[config.mk]
export PLATFORM = sky130hd
export DESIGN_NAME = uart_rx_frame
export DESIGN_NICKNAME = d
export VERILOG_FILES = /design/src/rtl/uart_pkg.sv /design/src/rtl/uart_bit_sampler.sv /design/src/rtl/uart_rx_frame.sv
export SDC_FILE = /design/constraint.sdc
export NUM_CORES = 1
export LEC_CHECK = 0
export CAP_MARGIN = 20
export CORE_MARGIN = 3
export CORE_UTILIZATION = 25
export CTS_BUF_LIST = sky130_fd_sc_hd__clkbuf_8
export DETAILED_ROUTE_END_ITERATION = 10
export SLEW_MARGIN = 20
export SYNTH_ARGS = -nofsm -noshare
export SYNTH_HDL_FRONTEND = slang
export SYNTH_SLANG_ARGS = --single-unit
[constraint.sdc]
create_clock -name clk -period 2.69 [get_ports clk]
set_input_delay 0.269 -clock clk [delete_from_list [all_inputs] [get_ports clk]]
set_output_delay 0.269 -clock clk [all_outputs]
set_load 0.03 [all_outputs]
[src/rtl/uart_pkg.sv]
// uart_pkg: receiver state encoding and parity modes shared by the UART blocks.
// The PARITY state exists only when UART_RX_PARITY_EN is defined.
package uart_pkg;
   localparam int UART_PARITY_NONE = 0;
   localparam int UART_PARITY_ODD  = 1;
   localparam int UART_PARITY_EVEN = 2;
   typedef enum logic [2:0] {
      ST_WAIT_HIGH,
      ST_IDLE,
      ST_START,
      ST_DATA,
`ifdef UART_RX_PARITY_EN
      ST_PARITY,
`endif
      ST_STOP
   } uart_rx_state_t;
endpackage

[src/rtl/uart_bit_sampler.sv]
// uart_bit_sampler: 2-flop synchroniser, 3-sample history, majority vote and falling-edge strobe.
module uart_bit_sampler (
   input  logic clk,
   input  logic rst,
   input  logic rx,
   output logic level,
   output logic maj,
   output logic fall
);
   logic s1, s2;
   logic [1:0] h;
   // Clearing low holds the receiver in WAIT_HIGH until the real line is seen, with no spurious edge.
   always_ff @(posedge clk) begin
      if (rst) begin
         s1 <= 1'b0;
         s2 <= 1'b0;
         h  <= 2'b00;
      end else begin
         s1 <= rx;
         s2 <= s1;
         h  <= {h[0], s2};
      end
   end
   always_comb begin
      level = s2;
      maj   = (s2 & h[0]) | (s2 & h[1]) | (h[0] & h[1]);
      fall  = h[0] & ~s2;
   end
endmodule

[src/rtl/uart_rx_frame.sv]
// uart_rx_frame: parametrised UART receiver with valid/ready output and error flags.
// Parity checking is built only when UART_RX_PARITY_EN is defined.
module uart_rx_frame
   import uart_pkg::*;
#(
   parameter int CLK_PER_BIT = 100,
   parameter int DATA_BITS   = 8,
   parameter int STOP_BITS   = 1,
   parameter int PARITY      = 0
) (
   input  logic                 clk,
   input  logic                 rst,
   input  logic                 rx,
   output logic [DATA_BITS-1:0] rx_data,
   output logic                 rx_valid,
   input  logic                 rx_ready,
   output logic                 frame_err,
   output logic                 parity_err,
   output logic                 overrun,
   output logic                 busy
);
   localparam int CW = $clog2(CLK_PER_BIT);
   localparam logic [CW-1:0] HALF  = CW'(CLK_PER_BIT / 2);
   localparam logic [CW-1:0] LAST  = CW'(CLK_PER_BIT - 1);
   localparam logic [3:0]    DLAST = 4'(DATA_BITS - 1);
   localparam logic [3:0]    SLAST = 4'(STOP_BITS - 1);
   if (CLK_PER_BIT < 8 || DATA_BITS < 5 || DATA_BITS > 9 || STOP_BITS < 1 || STOP_BITS > 2 ||
       PARITY < UART_PARITY_NONE || PARITY > UART_PARITY_EVEN) begin : g_bad_cfg
      $error("uart_rx_frame: unsupported parameter set");
   end
`ifdef UART_RX_PARITY_EN
   localparam bit PAR_ON = PARITY != UART_PARITY_NONE;
   localparam bit PAR_ODD = PARITY == UART_PARITY_ODD;
`endif
   uart_rx_state_t state, nxt;
   logic [CW-1:0] cnt;
   logic [3:0] idx;
   logic [DATA_BITS-1:0] sh;
   logic ferr_acc, level, maj, fall, mid, done, fe_now, free, take;
   uart_bit_sampler u_smp (
      .clk  (clk),
      .rst  (rst),
      .rx   (rx),
      .level(level),
      .maj  (maj),
      .fall (fall)
   );
   always_comb begin
      mid    = cnt == HALF;
      fe_now = ferr_acc | ~maj;
      done   = state == ST_STOP && mid && idx == SLAST;
      free   = ~rx_valid | rx_ready;
      take   = rx_valid & rx_ready;
      nxt    = state;
      case (state)
         ST_WAIT_HIGH: nxt = level ? ST_IDLE : ST_WAIT_HIGH;
         ST_IDLE:      nxt = fall ? ST_START : ST_IDLE;
         ST_START:     nxt = !mid ? ST_START : maj ? ST_IDLE : ST_DATA;
`ifdef UART_RX_PARITY_EN
         ST_DATA:      if (mid && idx == DLAST) nxt = PAR_ON ? ST_PARITY : ST_STOP;
         ST_PARITY:    if (mid) nxt = ST_STOP;
`else
         ST_DATA:      if (mid && idx == DLAST) nxt = ST_STOP;
`endif
         ST_STOP:      if (done) nxt = fe_now ? ST_WAIT_HIGH : ST_IDLE;
         default:      nxt = ST_WAIT_HIGH;
      endcase
   end
   // Counter free-runs and is only re-phased by a start edge, so every mid-bit lands on HALF.
   always_ff @(posedge clk) begin
      if (rst) begin
         state     <= ST_WAIT_HIGH;
         busy      <= 1'b0;
         cnt       <= '0;
         idx       <= '0;
         sh        <= '0;
         ferr_acc  <= 1'b0;
         rx_data   <= '0;
         rx_valid  <= 1'b0;
         frame_err <= 1'b0;
         overrun   <= 1'b0;
      end else begin
         state <= nxt;
         busy  <= nxt != ST_IDLE;
         cnt   <= (state == ST_IDLE && fall) || cnt == LAST ? '0 : cnt + 1'b1;
         if (state == ST_START) begin
            idx      <= '0;
            ferr_acc <= 1'b0;
         end
         if (mid && state == ST_DATA) begin
            sh  <= {maj, sh[DATA_BITS-1:1]};
            idx <= idx == DLAST ? '0 : idx + 1'b1;
         end
         if (mid && state == ST_STOP) begin
            ferr_acc <= fe_now;
            idx      <= idx + 1'b1;
         end
         if (done && free) begin
            rx_valid  <= 1'b1;
            rx_data   <= sh;
            frame_err <= fe_now;
         end else if (take) rx_valid <= 1'b0;
         if (done && !free) overrun <= 1'b1;
         else if (take) overrun <= 1'b0;
      end
   end
`ifdef UART_RX_PARITY_EN
   logic perr_acc;
   always_ff @(posedge clk) begin
      if (rst) begin
         perr_acc   <= 1'b0;
         parity_err <= 1'b0;
      end else begin
         if (state == ST_START) perr_acc <= 1'b0;
         if (mid && state == ST_PARITY) perr_acc <= ^sh ^ maj ^ PAR_ODD;
         if (done && free) parity_err <= perr_acc;
      end
   end
`else
   assign parity_err = 1'b0;
`endif
endmodule

Word level (Yosys, flattened, before mapping) --
Index checks and enable logic that the tools add are counted.
Storage, ports and cells: flip-flop bits (word level) 39, latch bits 0, bits in writable memories 0, ROM bits 0, input bits 4, memories kept 0
Operators by class: $add $sub $neg 2, $mul 0, div/mod/pow operators 0, magnitude comparators 0, equal/unequal tests 8, shift-type cells 0, muxes and demuxes 17, bitwise operators 12, reductions and logical operators 16
Operators with widths (count):
- $mux 4 | 4
- $pmux 3 s5 | 1
- $add 7x1->7 const B | 1
- $eq 7x6->1 const B | 1
- $eq 7x7->1 const B | 1
- $logic_and 1x1->1 | 7
- $mux 1 | 7
- $eq 3x2->1 const B | 2
- $mux 2 | 3
- $mux 3 | 2
- $reduce_bool 2->1 | 3
- $and 1x1->1 | 5
- $add 4x1->4 const B | 1
- $eq 4x3->1 const B | 1
- $logic_not 4->1 | 1
- $or 1x1->1 | 4
- $eq 3x1->1 const B | 1
- $eq 3x3->1 const B | 1
- $logic_not 3->1 | 1
- $ne 3x1->1 const B | 1
- $not 1->1 | 3
- $reduce_bool 3->1 | 1
- $reduce_or 2->1 | 1
- $logic_not 1->1 | 1
- $logic_or 1x1->1 | 1

Longest topological paths before layout --
Gate-level depths: netlist (run 1).
depth in word-level cells 9, mapped depth 7, mapped depth without buffers 6

Cells and area by module --
From an unflattened synthesis (run 1), not the netlist that was laid out.
Second synthesis, totals: cell total of the unflattened synthesis 202, area, all modules 1783.0 um^2
By module, submodules not included:
- uart_rx_frame | instances 1, cells an instance 192, area each 1660.3 um^2, sequential area each 700.7 um^2
- uart_bit_sampler | instances 1, cells an instance 10, area each 122.6 um^2, sequential area each 80.1 um^2

Least setup slack after synthesis (run 1) --
No wires, ideal clock.
kind reg-to-reg, start point reg cnt[0], end point reg rx_data[0], arrival time 1345 ps, setup slack 1213 ps, stages on the path, launching flop included 8, buffers on the path 1, period minus slack after synthesis 1477 ps, path through dfxtp_1 -> inv_1 -> ha_1 -> nor2b_1 -> nand4_1 -> clkbuf_1 -> o21ai_0 -> a21oi_1
On the way: word-level cells in the longest chain between the ends 4
RTL lines:
- from (decl) | line uart_rx_frame.sv:36 | logic [CW-1:0] cnt;
- from (signal assigned) | line uart_rx_frame.sv:85 | cnt <= (state == ST_IDLE && fall) || cnt == LAST ? '0 : cnt + 1'b1;
- $eq 7x6->1 | line uart_rx_frame.sv:49 | mid = cnt == HALF;
- $logic_and 1x1->1 (2 in series) | line uart_rx_frame.sv:51 | done = state == ST_STOP && mid && idx == SLAST;
- $logic_and 1x1->1 | line uart_rx_frame.sv:98 | if (done && free) begin
- to (signal assigned) | line uart_rx_frame.sv:100 | rx_data <= sh;
- to (decl) | line uart_rx_frame.sv:14 | output logic [DATA_BITS-1:0] rx_data,
No other way between the ends. A chain may end at the register's enable or synchronous reset.

Worst setup path in the final report (run 1) --
start point reg state[2], end point reg frame_err
On the way: word-level cells in the longest chain between the ends 4
RTL lines:
- from (decl) | line uart_rx_frame.sv:35 | uart_rx_state_t state, nxt;
- from (signal assigned) | line uart_rx_frame.sv:83 | state <= nxt;
- $eq 3x3->1 | line uart_rx_frame.sv:51
- $logic_and 1x1->1 (2 in series) | line uart_rx_frame.sv:51
- $logic_and 1x1->1 | line uart_rx_frame.sv:98
- to (signal assigned) | line uart_rx_frame.sv:101 | frame_err <= fe_now;
- to (decl) | line uart_rx_frame.sv:17 | output logic frame_err,
No other way between the ends.

==> flow_summary.toml, run 1 <==
[finish]
areaGrowthSynthToFinish_pct = 17.1
drive_above_1_share = 0.0817
fin_util = 0.307
diodes = 0
fin_nets = 215
final_area_sq_um = 2120

[detailed_routing]
drc = 0
via_count = 1418
drtPass1Iterations = 4
routed_wirelength_um = 3670
viasPerCell = 4.66
avgRoutedWirePerCell_um = 12.1
ant_nets = 0
drt_iter0_markers = 110

[timing]
worstMarginPinSlew_ps = 546
drv_slew = 0
finalSetupTns_ps = 0
holdWs_ps = 451
rsz0062_at_grt = "false"
fin_crit_ps = 2000
finClkSkew_ps = 6.20
relSlewSlack = 0.636
finalCritPeriodShare = 0.745
hold_violations = 0
fmax_ghz = 0.499
finalSetupViolCount = 0

[logic_synthesis]
syn_inst = 195
synth_seq_area_share = 0.431
yosysWarnings = 0
avgSynthCellArea_sq_um = 9.28
syn_nets = 203
synth_flop_cell = "dfxtp_1"
synth_top_area_frac = 0.431
synth_area_leaders = "dfxtp_1 (43%), mux2i_1 (5.5%), nand3_1 (4.7%), a21oi_1 (4.1%), nor2_1 (3.9%)"
synth_cell_types = 49
synth_area_sq_um = 1810
synth_top_cell_by_area = "dfxtp_1"
synth_edf_count = 0
async_flop_share = 0
synth-seq-cells = 39

[placement]
gp_congestion = 0.858
io_buffers = 15
post_dp_cell_area_sq_um = 2030
dp_hpwl_um = 2570

[floorplanning]
die_w_um = 91.1
die_area_sq_um = 8300
rows = 30
initial_core_util = 0.262
pin_count = 17
die_h_um = 91.1
core_sq_um = 6910

[pwr]
powerDensity_nw_per_um2 = 491
p_leak_nw = 0.717
clock_power_share = 0.384
switchingPower_mw = 0.255
p_int_mw = 0.786
power_frac_seq = 0.570
ir_drop_v = 0.000296
combPwrFrac = 0.046
p_total_mw = 1.04
swShare = 0.245

[status]
status = "complete, no violations"

[setup_path]
crit_type = "reg -> reg"
regToRegSetupSlack_ps = 690
r2r_cells = 4
crit_path_end_kind = "flop"
crit_path_start_kind = "flop"
worstPathMaxFanout = 13
cp.arrival_ps = 2180
r2r-start = "state[2]"
worstPathRequired_ps = 2870
rr_endpoint = "frame_err"

[worst_hold_path]
hold_path_class = "reg -> reg"
hold_start = "u_smp.s1"
hold-path-endpoint = "u_smp.level"
worstHoldPathCells = 1

[clock_network]
clockRootBuffer = "clkbuf_8"
cts_buffers = 5
tritoncts = "yes"
cts_resized = 0
cts_setup_buffers = 0
clk_latency_ps = 290
cts_buffer_depth = 2
h-tree-depth = 2
clkTransAtPathRegs_ps = 80
cts.hold.buffers_added = 0
clkSinkCount = 39

[global_routing]
antenna_found_initial = 0
grtUsageTotal = 0.0937
grt_pass1_wl_um = 6330
grt_max_degree = 28
grt-ovfl-total = 0
first_global_vias = 1323

[run]
drv_cap = 0
==> cell usage after synthesis, drive strengths merged (5+ instances only) <==
cell	n
dfxtp	39
nand3	17
mux2i	10
buf	6
nand2	6
nor2	19
a21oi	16
nor2b	8
o21ai	12
clkbuf	5
==> power groups by stage <==
| stage | logic (mW) | clock network (mW) | registers (mW) |
|---|---|---|---|
| 2_1_floorplan | 0.0355 | 0 | 0.606 |
| 3_3_place_gp | 0.0478 | 0 | 0.607 |
| 3_5_place_dp | 0.0484 | 0 | 0.607 |
| 4_1_cts | 0.0484 | 0.415 | 0.594 |
| 5_1_grt | 0.0541 | 0.438 | 0.595 |
| 6_report | 0.0478 | 0.399 | 0.594 |
==> cell usage in the layout (no fill, tap or decap), drive strengths merged, types with 2 or more instances in the layout <==
| cell type | n |
|---|---|
| a21oi | 16 |
| a211oi | 2 |
| and3b | 2 |
| nor2 | 19 |
| dfxtp | 39 |
| ha | 4 |
| nand2 | 6 |
| mux2i | 10 |
| inv | 4 |
| clkdlybuf4s50 | 15 |
| nor3 | 3 |
| clkbuf | 5 |
| nor2b | 8 |
| xnor2 | 3 |
| or3b | 2 |
| clkinvlp | 2 |
| nand2b | 4 |
| xor2 | 2 |
| and2 | 2 |
| nand3b | 2 |
| nand4 | 4 |
| nand3 | 17 |
| nor3b | 2 |
| o21ai | 12 |
| nand4b | 2 |
==> kinds of logic (layout without fill, tap and decap cells) <==
group	count (synthesis)	after routing	share of synthesized area
AOI/OAI and AO/OA	40	40	0.140
and+or+nand+nor	80	80	0.274
other	1	1	0.00207
xor gates and xnor gates	5	5	0.0242
DFF	39	39	0.431
buffers and inverters	15	28	0.0394
adders and majority gates	5	5	0.0332
muxes	10	10	0.0553
==> flip-flops by register name, indices dropped and copies added, names as in the netlist <==
name	flops
busy	1
cnt	7
ferr_acc	1
frame_err	1
idx	4
overrun	1
rx_data	8
rx_valid	1
sh	8
state	3
u_smp.h	2
u_smp.level	1
u_smp.s1	1
==> per-stage QoR <==
step	instances	worst slack, ps
2_1_floorplan	195	1210
3_3_place_gp	296	826
3_5_place_dp	296	752
4_1_cts	304	731
5_1_grt	304	409
6_report	304	686
==> worst max-delay path by stage <==
stage                  start    endpoint  slack (ps)  depth (start not counted)
floorplan             cnt[0]  rx_data[0]        1210                          7
global placement      cnt[0]   frame_err         830                          6
detailed placement    cnt[0]   frame_err         750                          6
CTS                 state[2]   frame_err         730                          4
global route          cnt[0]   frame_err         410                          6
finish              state[2]   frame_err         690                          4
==> area by class of cell <==
type / instances / area (sq um)
clock buffer: 5 / 68.8
tap: 96 / 120
clock inverter: 3 / 20.0
inverter: 4 / 15.0
timing repair buffer: 16 / 158
sequential: 39 / 781
multi-input combinational: 141 / 958
fill: 753 / 4790
==> metal layers <==
layer | track usage | vias to the layer above | wire length [um] | part of all wire
met5 | 0 | - | 0 | 0
met3 | 0.0265 | 10 | 107 | 0.029
li1 | - | 716 | - | -
met1 | 0.117 | 676 | 1800 | 0.49
met2 | 0.145 | 16 | 1670 | 0.45
met4 | 0.0503 | 0 | 99 | 0.027
==> worst max-delay path: stages (launching register included) <==
cell     delay, ps
dfxtp_1        540
nor3b_1        430
nand4_1        450
nor4b_1        400
nor3_1          70
Note: power is estimated with default switching activity, not from simulation.
==> run 2: changes to the inputs <==
==> constraint.sdc (replaced) <==
create_clock -name clk -period 2.02 [get_ports clk]
set_input_delay 0.202 -clock clk [delete_from_list [all_inputs] [get_ports clk]]
set_output_delay 0.202 -clock clk [all_outputs]
set_load 0.03 [all_outputs]
==> run 2 against run 1 <==
Die area did not move. Non-clock buffer count rose by 4. Flip-flop and latch count did not move. Clock power rose by 37%. Global-route usage rose by 0.34 points. Clock skew rose by 1.4 ps. Power rose by 35%. Register-to-register slack got worse by 390 ps. Setup slack got worse by 390 ps. Sequential power rose by 33%. Sequential share of layout area fell by 0.60 points. Worst hold slack got worse by 1.5 ps. Largest power group unchanged.
==> flow_summary.toml, run 2 (same netlist as run 1, synthesis figures left out) <==
[pwr]
swShare = 0.249
p_int_mw = 1.06
clock_power_share = 0.389
ir_drop_v = 0.000398
combPwrFrac = 0.050
power_frac_seq = 0.561
powerDensity_nw_per_um2 = 653
p_leak_nw = 0.742
switchingPower_mw = 0.351

[floorplanning]
initial_core_util = 0.262
pin_count = 17
die_area_sq_um = 8300
rows = 30
die_h_um = 91.1
die_w_um = 91.1
core_sq_um = 6910

[clock_network]
tritoncts = "yes"
clockRootBuffer = "clkbuf_8"
cts_setup_buffers = 0
cts_resized = 0
h-tree-depth = 2
cts.hold.buffers_added = 0
cts_buffers = 5
clkTransAtPathRegs_ps = 80
clk_latency_ps = 290
clkSinkCount = 39
cts_buffer_depth = 2

[finish]
final_area_sq_um = 2160
final_common_cell = "dfxtp_1"
fin_nets = 219
drive_above_1_share = 0.0991
areaGrowthSynthToFinish_pct = 19.1
layout_common_cells = "dfxtp_1 (39), nor2_1 (19), nand3_1 (17), a21oi_1 (15), clkdlybuf4s50_1 (15)"
diodes = 0
largestRegisters = "rx_data: 8 flops, sh: 8 flops, cnt: 7 flops"

[run]
drv_cap = 0

[timing]
hold_violations = 0
drv_slew = 0
relSlewSlack = 0.605
fmax_ghz = 0.579
finClkSkew_ps = 7.61
holdWs_ps = 450
fin_crit_ps = 1730
rsz0062_at_grt = "false"
finalSetupTns_ps = 0
finalSetupViolCount = 0
worstMarginPinSlew_ps = 592
finalCritPeriodShare = 0.856

[detailed_routing]
routed_wirelength_um = 3760
drc = 0
via_count = 1424
ant_nets = 0
viasPerCell = 4.62
drtPass1Iterations = 4
avgRoutedWirePerCell_um = 12.2
drt_iter0_markers = 177

[setup_path]
crit_type = "reg -> reg"
cp.arrival_ps = 1950
worstPathMaxFanout = 10
crit_path_start_kind = "flop"
crit_path_end_kind = "flop"
worstPathRequired_ps = 2240

[global_routing]
first_global_vias = 1424
grt-ovfl-total = 0
grt_pass1_wl_um = 6620
antenna_found_initial = 0
grt_max_degree = 29
grtUsageTotal = 0.0971

[placement]
io_buffers = 15
post_dp_cell_area_sq_um = 2060
gp_congestion = 0.808
dp_hpwl_um = 2660

[worst_hold_path]
hold_path_class = "reg -> reg"

[status]
status = "complete, no violations"
==> run 2: cell type report <==
| type | instances | area (sq um) |
|---|---|---|
| Tap cell | 96 | 120 |
| Inverter | 4 | 15.0 |
| Clock buffer | 5 | 68.8 |
| Timing Repair Buffer | 20 | 188 |
| Sequential cell | 39 | 781 |
| Multi-Input combinational cell | 141 | 958 |
| Clock inverter | 3 | 25.0 |
| Fill cell | 735 | 4750 |
==> run 2: worst paths after layout <==
check	startpoint	end	slack, ps	cells after the start
hold reg to reg	u_smp.s1	u_smp.level	450	1
setup / recovery	idx[0]	overrun	290	6
setup reg to reg	idx[0]	overrun	290	6
hold / removal	u_smp.s1	u_smp.level	450	1
==> run 2: per-layer routing <==
metal	track usage	up-vias	share of wire
li1	-	729	-
met1	0.118	664	0.48
met2	0.162	24	0.47
met3	0.0331	7	0.043
met4	0.0264	0	0.010
met5	0	-	0
==> run 2: stage by stage <==
stage | setup WS (ps) | power [mW] | utilization | std cells
after global placement | 342 | 0.877 | 0.299 | 300
final | 292 | 1.41 | 0.312 | 308
after CTS | 297 | 1.43 | 0.312 | 308
after detailed placement | 324 | 0.878 | 0.299 | 300
after floorplan | 543 | 0.854 | - | 195
after global routing | 154 | 1.47 | 0.312 | 308
==> run 2: critical path, stage by stage, from the launching register on <==
cell and delay (ps):
dfxtp_1 340, inv_1 80, ha_1 130, nor3b_1 350, and4_1 480, a21oi_1 140, a211oi_2 140
==> run 2: power by group through the flow <==
stage | Combinational, mW | Sequential [mW] | Clock [mW]
2_1_floorplan | 0.0472 | 0.807 | 0
3_3_place_gp | 0.0699 | 0.807 | 0
3_5_place_dp | 0.0707 | 0.807 | 0
4_1_cts | 0.0709 | 0.789 | 0.565
5_1_grt | 0.0797 | 0.791 | 0.600
6_report | 0.0710 | 0.789 | 0.547
==> run 3: changes to the inputs <==
--- a/config.mk
+++ b/config.mk
@@ -5,6 +5,7 @@
 export SDC_FILE = /design/constraint.sdc
 export NUM_CORES = 1
 export LEC_CHECK = 0
+export ABC_AREA = 1
 export CAP_MARGIN = 20
 export CORE_MARGIN = 3
 export CORE_UTILIZATION = 25
==> run 3 against run 2 <==
Clock-buffer cell count is the same. Worst hold slack worse by 39 ps. Synthesized area decreased by 1.6%. Via count increased by 1.7%. Final cell count grew 14%. Largest power group unchanged. Global-route usage decreased by 0.94 points. Die area decreased by 1.5%. First-iteration DRC count decreased by 58%. Clock skew fell by 2.8 ps. Critical path depth rose by 4. Routed wire length decreased by 10%. Sequential share of layout area rose by 0.23 points.
==> flow_summary.toml, run 3 <==
[setup_path]
rr_endpoint = "sh[7]"
cp.depth = 10
crit_path_end_kind = "flop"
crit_chain = "inv_1, ha_1, inv_1, nor2_8, inv_1, nor2_4, nand2_2, inv_2, nor2_1, a211oi_2"
crit_buf_inv = 4
crit_type = "reg -> reg"
regToRegSetupSlack_ps = 420
cpMaxStageDelayCell = "dfxtp_1"
worstPathMaxFanout = 16
path_common_cell = "inv_1"
critical_path.top_delay_family = "simple AND/OR/NAND/NOR gates"
r2r-start = "cnt[0]"
crit_path_start_kind = "flop"
max_stage_delay_ps = 390
r2r_cells = 10
cp.arrival_ps = 1780
worstPathRequired_ps = 2190

[run]
drv_cap = 0

[finish]
diodes = 0
final_common_cell = "nand2_1"
nFillCells = 730
drive_above_1_share = 0.0977
areaGrowthSynthToFinish_pct = 20.2
largestRegisters = "rx_data: 8 flops, sh: 8 flops, cnt: 7 flops"
fin_nets = 263
layout_common_cells = "nand2_1 (46), dfxtp_1 (39), inv_1 (34), nor2_1 (29), a21oi_1 (26)"
multi_input_area_sq_um = 822
register_area_sq_um = 781

[timing]
finClkSkew_ps = 4.86
finalSetupViolCount = 0
rsz0062_at_grt = "false"
finalSetupTns_ps = 0
fmax_ghz = 0.625
hold_violations = 0
holdWs_ps = 410
drv_slew = 0
finalCritPeriodShare = 0.792
fin_crit_ps = 1600

[detailed_routing]
drtPass1Iterations = 4
avgRoutedWirePerCell_um = 9.56
drc = 0
viasPerCell = 4.11
ant_nets = 0
routed_wirelength_um = 3370
via_count = 1448
drt_iter0_markers = 74

[floorplanning]
initial_core_util = 0.259
rows = 30
pin_count = 17
core_sq_um = 6870
die_area_sq_um = 8180
die_h_um = 90.4
die_w_um = 90.4

[global_routing]
met3_usage = 0.0225
grtUsageTotal = 0.0877
met1_usage = 0.112
grt_max_degree = 23
grt-ovfl-total = 0
grt-busiest-layer = "met2"
grt_pass1_wl_um = 6000
first_global_vias = 1380
met2_usage = 0.142
antenna_found_initial = 0

[placement]
gp_congestion = 0.761
io_buffers = 15
dp_hpwl_um = 2440

[logic_synthesis]
synth_top_cell_by_area = "dfxtp_1"
synth_flop_cell = "dfxtp_1"
yosysWarnings = 0
synth_top_area_frac = 0.438
synth_cell_types = 30
synth-seq-cells = 39
synth_seq_area_share = 0.438
syn_inst = 237
synth_edf_count = 0
synth_area_leaders = "dfxtp_1 (44%), nand2_1 (9.7%), a21oi_1 (7.3%), inv_1 (7.2%), nor2_1 (6.1%)"
synth_commonest_cells = "nand2_1 (46), dfxtp_1 (39), inv_1 (34)"
synth_area_sq_um = 1780
synth_most_common_cell = "nand2_1"
async_flop_share = 0
syn_nets = 245
avgSynthCellArea_sq_um = 7.52

[worst_hold_path]
hold_start = "u_smp.s1"
hold_path_class = "reg -> reg"
worstHoldPathCells = 2
hold-path-endpoint = "u_smp.level"

[pwr]
p_leak_nw = 0.813
powerDensity_nw_per_um2 = 704
ir_drop_v = 0.000405

[clock_network]
cts_buffers = 5
h-tree-depth = 2
clkTransAtPathRegs_ps = 80
clk_latency_ps = 290
clockRootBuffer = "clkbuf_8"
cts_setup_buffers = 0
tritoncts = "yes"
cts_resized = 0
cts_buffer_depth = 2
cts.hold.buffers_added = 0
clkSinkCount = 39

[status]
status = "complete, no violations"
[run 3: cell types whose count changed after synthesis, moves of 3 or more]
cell      change
a21oi_1      +11
buf_2         -3
clkbuf_1      -3
inv_1        +30
mux2i_1      -10
nand2_1      +40
nand2b_1      -4
nor2_1       +10
nor2b_1       -8
o21ai_0       -8
o21ai_1       +8
xnor2_1       -3
[run 3: cell type report]
class                   instances  area share
flip-flops and latches         39       0.364
inverters                      38      0.0695
multi-input cells             155       0.384
clock buffers                   5      0.0321
well taps                      96      0.0561
repair buffers                 16      0.0736
clock inverters                 3      0.0204
[run 3: cell families (layout without fill, tap and decap cells)]
group | after synthesis | count (layout) | share of synthesized area
buf+inv | 43 | 62 | 0.100
simple gates | 106 | 106 | 0.295
fa+ha+maj | 4 | 4 | 0.0281
other cells | 1 | 1 | 0.00210
compound gates | 42 | 42 | 0.126
xor+xnor | 2 | 2 | 0.00983
flops | 39 | 39 | 0.438
[run 3: worst register-to-register path, delay by kind of cell (launching register included)]
family          cells  cell delay [ps]
simple gates        4              450
fa+ha+maj           1              190
flops               1              390
compound gates      1               40
buf+inv             4              400
[run 3: worst max path at each step]
| stage | slack (ps) | start | to |
|---|---|---|---|
| finish | 420 | cnt[0] | sh[7] |
| global route | 250 | cnt[0] | sh[0] |
| CTS | 420 | cnt[0] | sh[7] |
| detailed placement | 450 | cnt[0] | sh[7] |
| global placement | 480 | cnt[0] | sh[7] |
| floorplan | 630 | cnt[0] | sh[3] |
[run 3: per-layer routing]
metal | vias to the layer above | routed length [um]
li1 | 783 | -
met1 | 639 | 1690
met2 | 22 | 1510
met3 | 4 | 123
met4 | 0 | 47
met5 | - | 0
[run 3: where the power goes]
group          leakage, nW  internal [mW]  switching [mW]
logic                0.439         0.0254          0.0434
registers            0.316          0.779         0.00910
clock network       0.0581          0.368           0.283
total                0.813           1.17           0.335
[run 3: through the flow]
stage | setup WS [ps] | total power, mW | area (sq um) | instances | utilization
6_report | 419 | 1.51 | 2140 | 352 | 0.312
5_1_grt | 250 | 1.57 | 2140 | 352 | 0.312
4_1_cts | 418 | 1.53 | 2140 | 352 | 0.312
3_5_place_dp | 451 | 0.876 | 2030 | 344 | 0.295
3_3_place_gp | 479 | 0.875 | 2030 | 344 | 0.295
2_1_floorplan | 633 | 0.856 | 1780 | 237 | -
